`src/rtl/apb_slv_ctrl_pkg.sv`:
```
// Shared APB-side widths, status record and helpers for the bridge's slave controller.
// Latency: n/a (types and constants only).
// Backpressure: n/a.
package apb_slv_ctrl_pkg;

    localparam int PADDR_WIDTH       = 32;
    localparam int APB_DATA_WIDTH    = 32;
    localparam int APB_SLV_IDX_WIDTH = 2;
    localparam int ERR_CNT_WIDTH     = 8;

    // Software-visible sticky error status.
    typedef struct packed {
        logic [ERR_CNT_WIDTH-1:0] err_cnt;
        logic [PADDR_WIDTH-1:0]   err_addr;
        logic                     to_flag;
    } stat_t;

    // Increment that holds at all-ones instead of wrapping.
    function automatic logic [ERR_CNT_WIDTH-1:0] sat_inc(input logic [ERR_CNT_WIDTH-1:0] v);
        return (&v) ? v : v + 1'b1;
    endfunction

endpackage

```
`src/rtl/apb_slv_ctrl_if.sv`:
```
// Bundles the bridge-facing and slave-facing APB signals of the slave controller.
// Latency: n/a (wires only).
// Backpressure: pready_x / pready_s carry the APB wait-state handshake.
//
// Ports (modport slave = controller view):
//   bridge side : psel_en, penable, paddr (in); pready_x, pslverr_x, prdata_x (out)
//   slave side  : psel_s, penable_s (out); pready_s, pslverr_s, prdata_s (in, slave i at [i*W +: W])
interface apb_slv_ctrl_if #(
    parameter int SLV_NUM = 4
) ();
    import apb_slv_ctrl_pkg::*;

    logic                              psel_en;
    logic                              penable;
    logic [PADDR_WIDTH-1:0]            paddr;
    logic                              pready_x;
    logic                              pslverr_x;
    logic [APB_DATA_WIDTH-1:0]         prdata_x;
    logic [SLV_NUM-1:0]                psel_s;
    logic                              penable_s;
    logic [SLV_NUM-1:0]                pready_s;
    logic [SLV_NUM-1:0]                pslverr_s;
    logic [SLV_NUM*APB_DATA_WIDTH-1:0] prdata_s;

    // Bridge plus attached slaves: everything that surrounds the controller.
    modport master (
        output psel_en, penable, paddr, pready_s, pslverr_s, prdata_s,
        input  pready_x, pslverr_x, prdata_x, psel_s, penable_s
    );

    // The controller itself.
    modport slave (
        input  psel_en, penable, paddr, pready_s, pslverr_s, prdata_s,
        output pready_x, pslverr_x, prdata_x, psel_s, penable_s
    );

endinterface

```
`src/rtl/apb_slv_ctrl_timeout_cnt.sv`:
```
// Saturating counter of access-phase cycles spent waiting on a slave.
// Latency: expire is combinational from the registered count.
// Backpressure: none; counts while inc is high, clr has priority.
//
// Ports: hclk, hreset_n (sync, active-low), clr, inc, expire.
module apb_timeout_cnt #(
    parameter int TIMEOUT_CYC = 16
) (
    input  logic hclk,
    input  logic hreset_n,
    input  logic clr,
    input  logic inc,
    output logic expire
);

    generate
        if (TIMEOUT_CYC > 0) begin : g_on
            localparam int CNT_W = $clog2(TIMEOUT_CYC + 1);
            localparam logic [CNT_W-1:0] CNT_MAX = CNT_W'(TIMEOUT_CYC);
            localparam logic [CNT_W-1:0] CNT_EXP = CNT_W'(TIMEOUT_CYC - 1);

            logic [CNT_W-1:0] to_cnt;

            always_ff @(posedge hclk) begin
                if (!hreset_n || clr) begin
                    to_cnt <= '0;
                end else if (inc && (to_cnt != CNT_MAX)) begin
                    to_cnt <= to_cnt + 1'b1;
                end
            end

            // Count equals TIMEOUT_CYC-1 during the TIMEOUT_CYC-th waiting cycle.
            assign expire = (to_cnt == CNT_EXP);
        end else begin : g_off
            logic unused_inputs;
            assign unused_inputs = &{1'b0, hclk, hreset_n, clr, inc};
            assign expire        = 1'b0;
        end
    endgenerate

endmodule

```
`src/rtl/apb_slv_ctrl.sv`:
```
// APB-side controller of the AHB-to-APB bridge: decodes paddr to a slave select,
// tracks setup/access, returns the slave response and keeps sticky error status.
// Latency: zero added wait states; response path is combinational from the slave.
// Backpressure: slave pready_s is passed through; an unmapped address or a slave
// that stalls for TIMEOUT_CYC access cycles is completed with an error instead.
//
// Ports: hclk, hreset_n (sync, active-low), bus (apb_slv_ctrl_if.slave),
//        stat_clr (in), err_cnt / err_addr / to_flag (status out).
module apb_slv_ctrl
    import apb_slv_ctrl_pkg::*;
#(
    parameter int SLV_NUM      = 4,
    parameter int SLV_ADDR_LSB = 12,
    parameter int TIMEOUT_CYC  = 16
) (
    input  logic                     hclk,
    input  logic                     hreset_n,
    apb_slv_ctrl_if.slave            bus,
    input  logic                     stat_clr,
    output logic [ERR_CNT_WIDTH-1:0] err_cnt,
    output logic [PADDR_WIDTH-1:0]   err_addr,
    output logic                     to_flag
);

    localparam logic [1:0] ST_IDLE   = 2'd0;
    localparam logic [1:0] ST_SETUP  = 2'd1;
    localparam logic [1:0] ST_ACCESS = 2'd2;

    logic [1:0]                   state;
    logic [1:0]                   state_nxt;
    logic [APB_SLV_IDX_WIDTH-1:0] idx;
    logic                         upper_zero;
    logic                         mapped;
    logic                         access_en;
    logic                         sel_rdy;
    logic                         sel_err;
    logic [APB_DATA_WIDTH-1:0]    sel_dat;
    logic                         rsp_rdy;
    logic                         rsp_err;
    logic [APB_DATA_WIDTH-1:0]    rsp_dat;
    logic                         to_hit;
    logic                         expire;
    logic                         err_done;
    stat_t                        stat_q;

    // ---------------- address decode ----------------
    assign idx        = bus.paddr[SLV_ADDR_LSB +: APB_SLV_IDX_WIDTH];
    assign upper_zero = ((bus.paddr >> (SLV_ADDR_LSB + APB_SLV_IDX_WIDTH)) == '0);
    assign mapped     = upper_zero && (32'(idx) < SLV_NUM);

    // Slave response mux; an out-of-range index never reaches a slave vector bit.
    always_comb begin
        sel_rdy = 1'b0;
        sel_err = 1'b0;
        sel_dat = '0;
        for (int i = 0; i < SLV_NUM; i++) begin
            if (32'(idx) == i) begin
                sel_rdy = bus.pready_s[i];
                sel_err = bus.pslverr_s[i];
                sel_dat = bus.prdata_s[i*APB_DATA_WIDTH +: APB_DATA_WIDTH];
            end
        end
    end

    always_comb begin
        bus.psel_s = '0;
        for (int i = 0; i < SLV_NUM; i++) begin
            bus.psel_s[i] = bus.psel_en && mapped && (state != ST_IDLE) && (32'(idx) == i);
        end
    end

    assign bus.penable_s = bus.penable && mapped && (state == ST_ACCESS);

    // ---------------- completion ----------------
    assign access_en = (state == ST_ACCESS) && bus.penable;

    // Priority: unmapped error, then slave ready, then timeout. A slave that
    // answers in the expiring cycle wins, so no timeout is recorded then.
    always_comb begin
        rsp_rdy = 1'b0;
        rsp_err = 1'b0;
        rsp_dat = '0;
        to_hit  = 1'b0;
        if (access_en) begin
            if (!mapped) begin
                rsp_rdy = 1'b1;
                rsp_err = 1'b1;
            end else if (sel_rdy) begin
                rsp_rdy = 1'b1;
                rsp_err = sel_err;
                rsp_dat = sel_dat;
            end else if (expire) begin
                rsp_rdy = 1'b1;
                rsp_err = 1'b1;
                to_hit  = 1'b1;
            end
        end
    end

    assign bus.pready_x  = rsp_rdy;
    assign bus.pslverr_x = rsp_err;
    assign bus.prdata_x  = rsp_dat;
    assign err_done      = rsp_rdy && rsp_err;

    // ---------------- transfer FSM ----------------
    always_comb begin
        state_nxt = state;
        case (state)
            ST_IDLE:   if (bus.psel_en && !bus.penable) state_nxt = ST_SETUP;
            ST_SETUP:  if (!bus.psel_en)                state_nxt = ST_IDLE;
                       else if (bus.penable)            state_nxt = ST_ACCESS;
            ST_ACCESS: if (!bus.psel_en || rsp_rdy)     state_nxt = ST_IDLE;
            default:                                    state_nxt = ST_IDLE;
        endcase
    end

    always_ff @(posedge hclk) begin
        if (!hreset_n) begin
            state <= ST_IDLE;
        end else begin
            state <= state_nxt;
        end
    end

    apb_timeout_cnt #(
        .TIMEOUT_CYC (TIMEOUT_CYC)
    ) u_timeout_cnt (
        .hclk     (hclk),
        .hreset_n (hreset_n),
        .clr      (state != ST_ACCESS),
        .inc      ((state == ST_ACCESS) && !rsp_rdy),
        .expire   (expire)
    );

    // ---------------- sticky status ----------------
    // A clear coinciding with an error is applied first, so the new error
    // is the first thing recorded after the clear.
    always_ff @(posedge hclk) begin
        if (!hreset_n) begin
            stat_q <= '0;
        end else if (err_done) begin
            stat_q.err_cnt  <= sat_inc(stat_clr ? '0 : stat_q.err_cnt);
            stat_q.err_addr <= bus.paddr;
            stat_q.to_flag  <= (stat_clr ? 1'b0 : stat_q.to_flag) | to_hit;
        end else if (stat_clr) begin
            stat_q <= '0;
        end
    end

    assign err_cnt  = stat_q.err_cnt;
    assign err_addr = stat_q.err_addr;
    assign to_flag  = stat_q.to_flag;

endmodule

```
`src/flat_wrapper.sv`:
```
// flat-port wrapper written by rule: the top's interface ports become plain ports
module apb_slv_ctrl_flat import apb_slv_ctrl_pkg::*;
#(
    parameter int SLV_NUM      = 4,
    parameter int SLV_ADDR_LSB = 12,
    parameter int TIMEOUT_CYC  = 16
)
  (hclk, hreset_n, stat_clr, err_cnt, err_addr, to_flag, bus_psel_en, bus_penable, bus_paddr, bus_pready_s, bus_pslverr_s, bus_prdata_s, bus_pready_x, bus_pslverr_x, bus_prdata_x, bus_psel_s, bus_penable_s);
  apb_slv_ctrl_if #(.SLV_NUM(SLV_NUM)) bus_i ();
  input  logic hclk;
  input  logic hreset_n;
  input  logic stat_clr;
  output logic [ERR_CNT_WIDTH-1:0] err_cnt;
  output logic [PADDR_WIDTH-1:0] err_addr;
  output logic to_flag;
  input wire logic [$bits(bus_i.psel_en)-1:0] bus_psel_en;
  input wire logic [$bits(bus_i.penable)-1:0] bus_penable;
  input wire logic [$bits(bus_i.paddr)-1:0] bus_paddr;
  input wire logic [$bits(bus_i.pready_s)-1:0] bus_pready_s;
  input wire logic [$bits(bus_i.pslverr_s)-1:0] bus_pslverr_s;
  input wire logic [$bits(bus_i.prdata_s)-1:0] bus_prdata_s;
  output wire logic [$bits(bus_i.pready_x)-1:0] bus_pready_x;
  output wire logic [$bits(bus_i.pslverr_x)-1:0] bus_pslverr_x;
  output wire logic [$bits(bus_i.prdata_x)-1:0] bus_prdata_x;
  output wire logic [$bits(bus_i.psel_s)-1:0] bus_psel_s;
  output wire logic [$bits(bus_i.penable_s)-1:0] bus_penable_s;
  assign bus_i.psel_en = bus_psel_en;
  assign bus_i.penable = bus_penable;
  assign bus_i.paddr = bus_paddr;
  assign bus_i.pready_s = bus_pready_s;
  assign bus_i.pslverr_s = bus_pslverr_s;
  assign bus_i.prdata_s = bus_prdata_s;
  assign bus_pready_x = bus_i.pready_x;
  assign bus_pslverr_x = bus_i.pslverr_x;
  assign bus_prdata_x = bus_i.prdata_x;
  assign bus_psel_s = bus_i.psel_s;
  assign bus_penable_s = bus_i.penable_s;
  apb_slv_ctrl #(.SLV_NUM(SLV_NUM), .SLV_ADDR_LSB(SLV_ADDR_LSB), .TIMEOUT_CYC(TIMEOUT_CYC)) u_core (.hclk(hclk), .hreset_n(hreset_n), .bus(bus_i), .stat_clr(stat_clr), .err_cnt(err_cnt), .err_addr(err_addr), .to_flag(to_flag));
endmodule
```
`config.mk`:
```
export PLATFORM = sky130hd
export DESIGN_NAME = apb_slv_ctrl_flat
export DESIGN_NICKNAME = d
export VERILOG_FILES = /design/src/rtl/apb_slv_ctrl_pkg.sv /design/src/rtl/apb_slv_ctrl_if.sv /design/src/rtl/apb_slv_ctrl_timeout_cnt.sv /design/src/rtl/apb_slv_ctrl.sv /design/src/flat_wrapper.sv
export SDC_FILE = /design/constraint.sdc
export NUM_CORES = 1
export LEC_CHECK = 0
export ABC_AREA = 1
export BUFFER_PORTS_ARGS = -buffer_cell sky130_fd_sc_hd__buf_2
export CELL_PAD_IN_SITES_DETAIL_PLACEMENT = 1
export CELL_PAD_IN_SITES_GLOBAL_PLACEMENT = 2
export CORE_AREA = 10 10 146 148
export DETAILED_ROUTE_END_ITERATION = 16
export DIE_AREA = 0 0 156 158
export PLACE_DENSITY_LB_ADDON = 0.3
export SLEW_MARGIN = 30
export SYNTH_ARGS = -nofsm -noshare
export SYNTH_HDL_FRONTEND = slang
export SYNTH_SLANG_ARGS = --single-unit
```
`constraint.sdc`:
```
create_clock -name hclk -period 2.1 [get_ports hclk]
set_input_delay 0.105 -clock hclk [delete_from_list [all_inputs] [get_ports hclk]]
set_output_delay 0.105 -clock hclk [all_outputs]
set_load 0.02 [all_outputs]
```
==> results.py <==
metrics = {
    "yosys": {
        "postSynthCellCount": 521,
        "ys_seq_elements": 48,
        "post_synth_most_frequent_cells": "nor2_1, nand2_1, a21oi_1",
        "mappedNetlistNets": 698,
        "post_synth_instance_area_um2": 3270,
        "yosys_warnings": 0,
        "ys.flop_type": "dfxtp_1",
        "synth_enable_flop_cells": 0,
        "distinct_cell_type_count_of_the_synthesized_netlist": 28,
        "synthDominantCellAreaShare_pct": 29.4,
        "postSynthAreaPerCell_um2": 6.28,
        "postSynth.asyncResetShare_pct": 0,
        "yosysTopAreaCell": "dfxtp_1",
        "synth.most_common_cell": "nor2_1",
        "ys_seq_area_share_pct": 29.4,
        "synth.top_cells.by_area": "dfxtp_1, a21oi_1, nor2_1, nand2_1, nand3_1",
    },
    "finish": {
        "final_core_area_utilization_pct": 27.6,
        "finish.instance_area_um2": 5090,
        "post_route_cells_drive_above_1_share_pct": 41.3,
        "flow.area_growth_from_synthesis_pct": 55.8,
        "final_net_count": 946,
        "multiInputGateArea_um2": 2040,
        "num-fill-cells": 2399,
        "layout.area.seq_um2": 966,
        "post_layout_cell_count": 1006,
    },
    "place": {
        "placed_cell_area_um2": 4840,
        "globalplace.congestion": 0.848,
        "place_worst_setup_slack_ns": 0.0788,
        "io_buffer_count": 252,
        "place_inst": 990,
        "detailedPlacementHpwl_um": 15800,
    },
    "drt": {
        "drc": 0,
        "avgViaCountPerCell": 4.48,
        "antenna_violating_nets_post_route": 0,
        "wl_per_cell_um": 18.9,
        "drt-total-wl_um": 19000,
        "drt-pass1-iter-count": 4,
        "detailedRoute.firstIterationViolations": 195,
        "detailroute.via_count": 4508,
    },
    "grt": {
        "global_route_wire_length_before_repair_um": 28500,
        "gr-total-overflow": 0,
        "grt_start_max_net_pins": 47,
        "antenna_found_initial": 2,
        "number_of_global_route_vias_before_repair": 4891,
        "global_route.usage.total_pct": 14.5,
    },
    "timing": {
        "slew_viol_final": 0,
        "finalCritPeriodShare_pct": 91.9,
        "finalHoldWorstSlack_ns": 0.0629,
        "timing.fmax_ghz": 0.518,
        "finalHoldViolCount": 0,
        "final_worst_path_setup_slack_ns": 0.171,
        "worst_slew_margin_rel_pct": 55.0,
        "worstMarginPinSlew_ns": 0.673,
        "clock_skew_ns": 0.00344,
        "fin_crit_ns": 1.93,
        "grt_setup_unrepaired": "no",
        "timing.final.setup_violations": 0,
        "setup_tns_ns": 0,
    },
    "power": {
        "pwr-share-clk_pct": 38.6,
        "ir_drop_v": 0.000310,
        "switching_share_pct": 27.7,
        "power_leakage_nw": 2.39,
        "power-per-cell-area_nw_per_um2": 430,
        "total_power_mw": 2.19,
        "comb_power_share_pct": 19.6,
        "register_share_of_total_power_pct": 41.8,
        "p_int_mw": 1.58,
        "switchingPower_uw": 607,
    },
    "floorplan": {
        "die_h_um": 158,
        "start_util_pct": 17.7,
        "rows": 50,
        "io_pins": 253,
        "floorplan.die_area_um2": 24600,
        "fp.dieW_um": 156,
        "core_region_area_um2": 18500,
    },
    "cts": {
        "tritoncts.num_buffers": 5,
        "cts_sinks": 48,
        "clk_transition_reported_paths_ns": 0.07,
        "cts-root-buf": "clkbuf_16",
        "insertion_delay_ns": 0.29,
        "cts_tree": "done",
        "clock_tree.buffer_depth": 2,
        "cts-htree-levels": 2,
    },
    "critical_path": {
        "cp-end-kind": "output pin",
        "crit_arrival_ns": 1.82,
        "critical_path_peak_fanout": 32,
        "timing.setup.critical_path_class": "reg -> out",
        "critPathRequiredTime_ns": 2.00,
        "timing.critical_path.from_type": "flip-flop",
    },
    "worst_hold_path": {
        "hold_class": "in -> reg",
    },
    "run": {
        "drv_cap": 0,
    },
    "run_status": {
        "status": "complete, no violations",
    },
}
-- cell families (layout without fill, tap and decap cells) --
kind of cell    count (synthesis)  in the layout  synth area share, %
flops                          48             48                 29.4
other cells                     0              2                    0
xor+xnor                        4              4                 1.07
simple gates                  272            272                 36.1
fa+ha+maj                       4              4                 1.53
buf+inv                        67            316                 8.88
compound gates                126            126                 23.0
-- path summary, 6_finish.rpt --
kind / start / endpoint / slack, ns / cells past startpoint
min reg2reg: u_core.err_addr[17]$_SDFFE_PN0P_ / u_core.err_addr[17]$_SDFFE_PN0P_ / 0.48 / 2
max reg2reg: u_core.err_cnt[1]$_SDFFE_PN0P_ / u_core.err_cnt[0]$_SDFFE_PN0P_ / 0.27 / 12
min: bus_paddr[9] / u_core.err_addr[9]$_SDFFE_PN0P_ / 0.06 / 3
max: u_core.state[1]$_SDFFE_PN0P_ / bus_prdata_x[13] / 0.17 / 10
-- routing by layer --
metal  up-vias  routed length, µm  GRT usage [%]
met5         -                  0              0
met4         0                201           3.01
met3        10               1180           2.99
met2       131              10100           27.8
met1      2109               7470           15.9
li1       2258                  -              -
-- worst max-delay path: stages (launching register included) --
cell and delay (ns):
dfxtp_1 0.35, inv_2 0.07, nor2_4 0.12, inv_1 0.06, nor2_2 0.10, nand2_1 0.08
inv_1 0.08, nand2_1 0.08, buf_12 0.18, a211oi_1 0.18, buf_2 0.21
-- layout make-up --
cell class              instances  area share (%)
multi-input cells             406            40.0
repair buffers                273            29.5
flip-flops and latches         48            19.0
well taps                     234            5.75
clock buffers                   6            2.73
inverters                      35            2.63
clock inverters                 2           0.295
diodes                          2          0.0982
-- repair_timing --
| action | 4_1_cts | 5_1_grt |
|---|---|---|
| pin swaps | 0 | 3 |
| gates cloned | 0 | 1 |
| hold buffers | 0 | 0 |
| endpoints found under the setup margin | 5 | 13 |
| setup buffers | 0 | 5 |
| gates resized for setup | 2 | 9 |
-- cells in the final DEF, fill, tap and decap left out, types with 10 or more instances in the layout --
master    Yosys  layout
nand2_1      91      91
inv_1        31      31
nor2_1       95      95
o21ai_0      19      19
a21oi_1      73      73
buf_2         7     250
nand2_2      10      10
a21oi_2      10      10
nand3_1      55      54
dfxtp_1      48      46
buf_4         0      17
o221ai_1     14      14
nand4_1      10      10
-- power by group through the flow --
stage	registers [mW]	logic, mW	clock network, mW
after global routing	0.915	0.480	0.927
after detailed placement	0.938	0.429	0
after global placement	0.937	0.420	0
after floorplan	0.940	0.179	0
after CTS	0.916	0.432	0.884
final	0.915	0.429	0.846
-- flip-flops by register name (all words and copies together), names as in the netlist --
register,cells
u_core.err_addr,32
u_core.err_cnt,8
u_core.state,2
u_core.to_flag,1
u_core.u_timeout_cnt.g_on.to_cnt,5
Note: power is estimated with default switching activity, not from simulation.
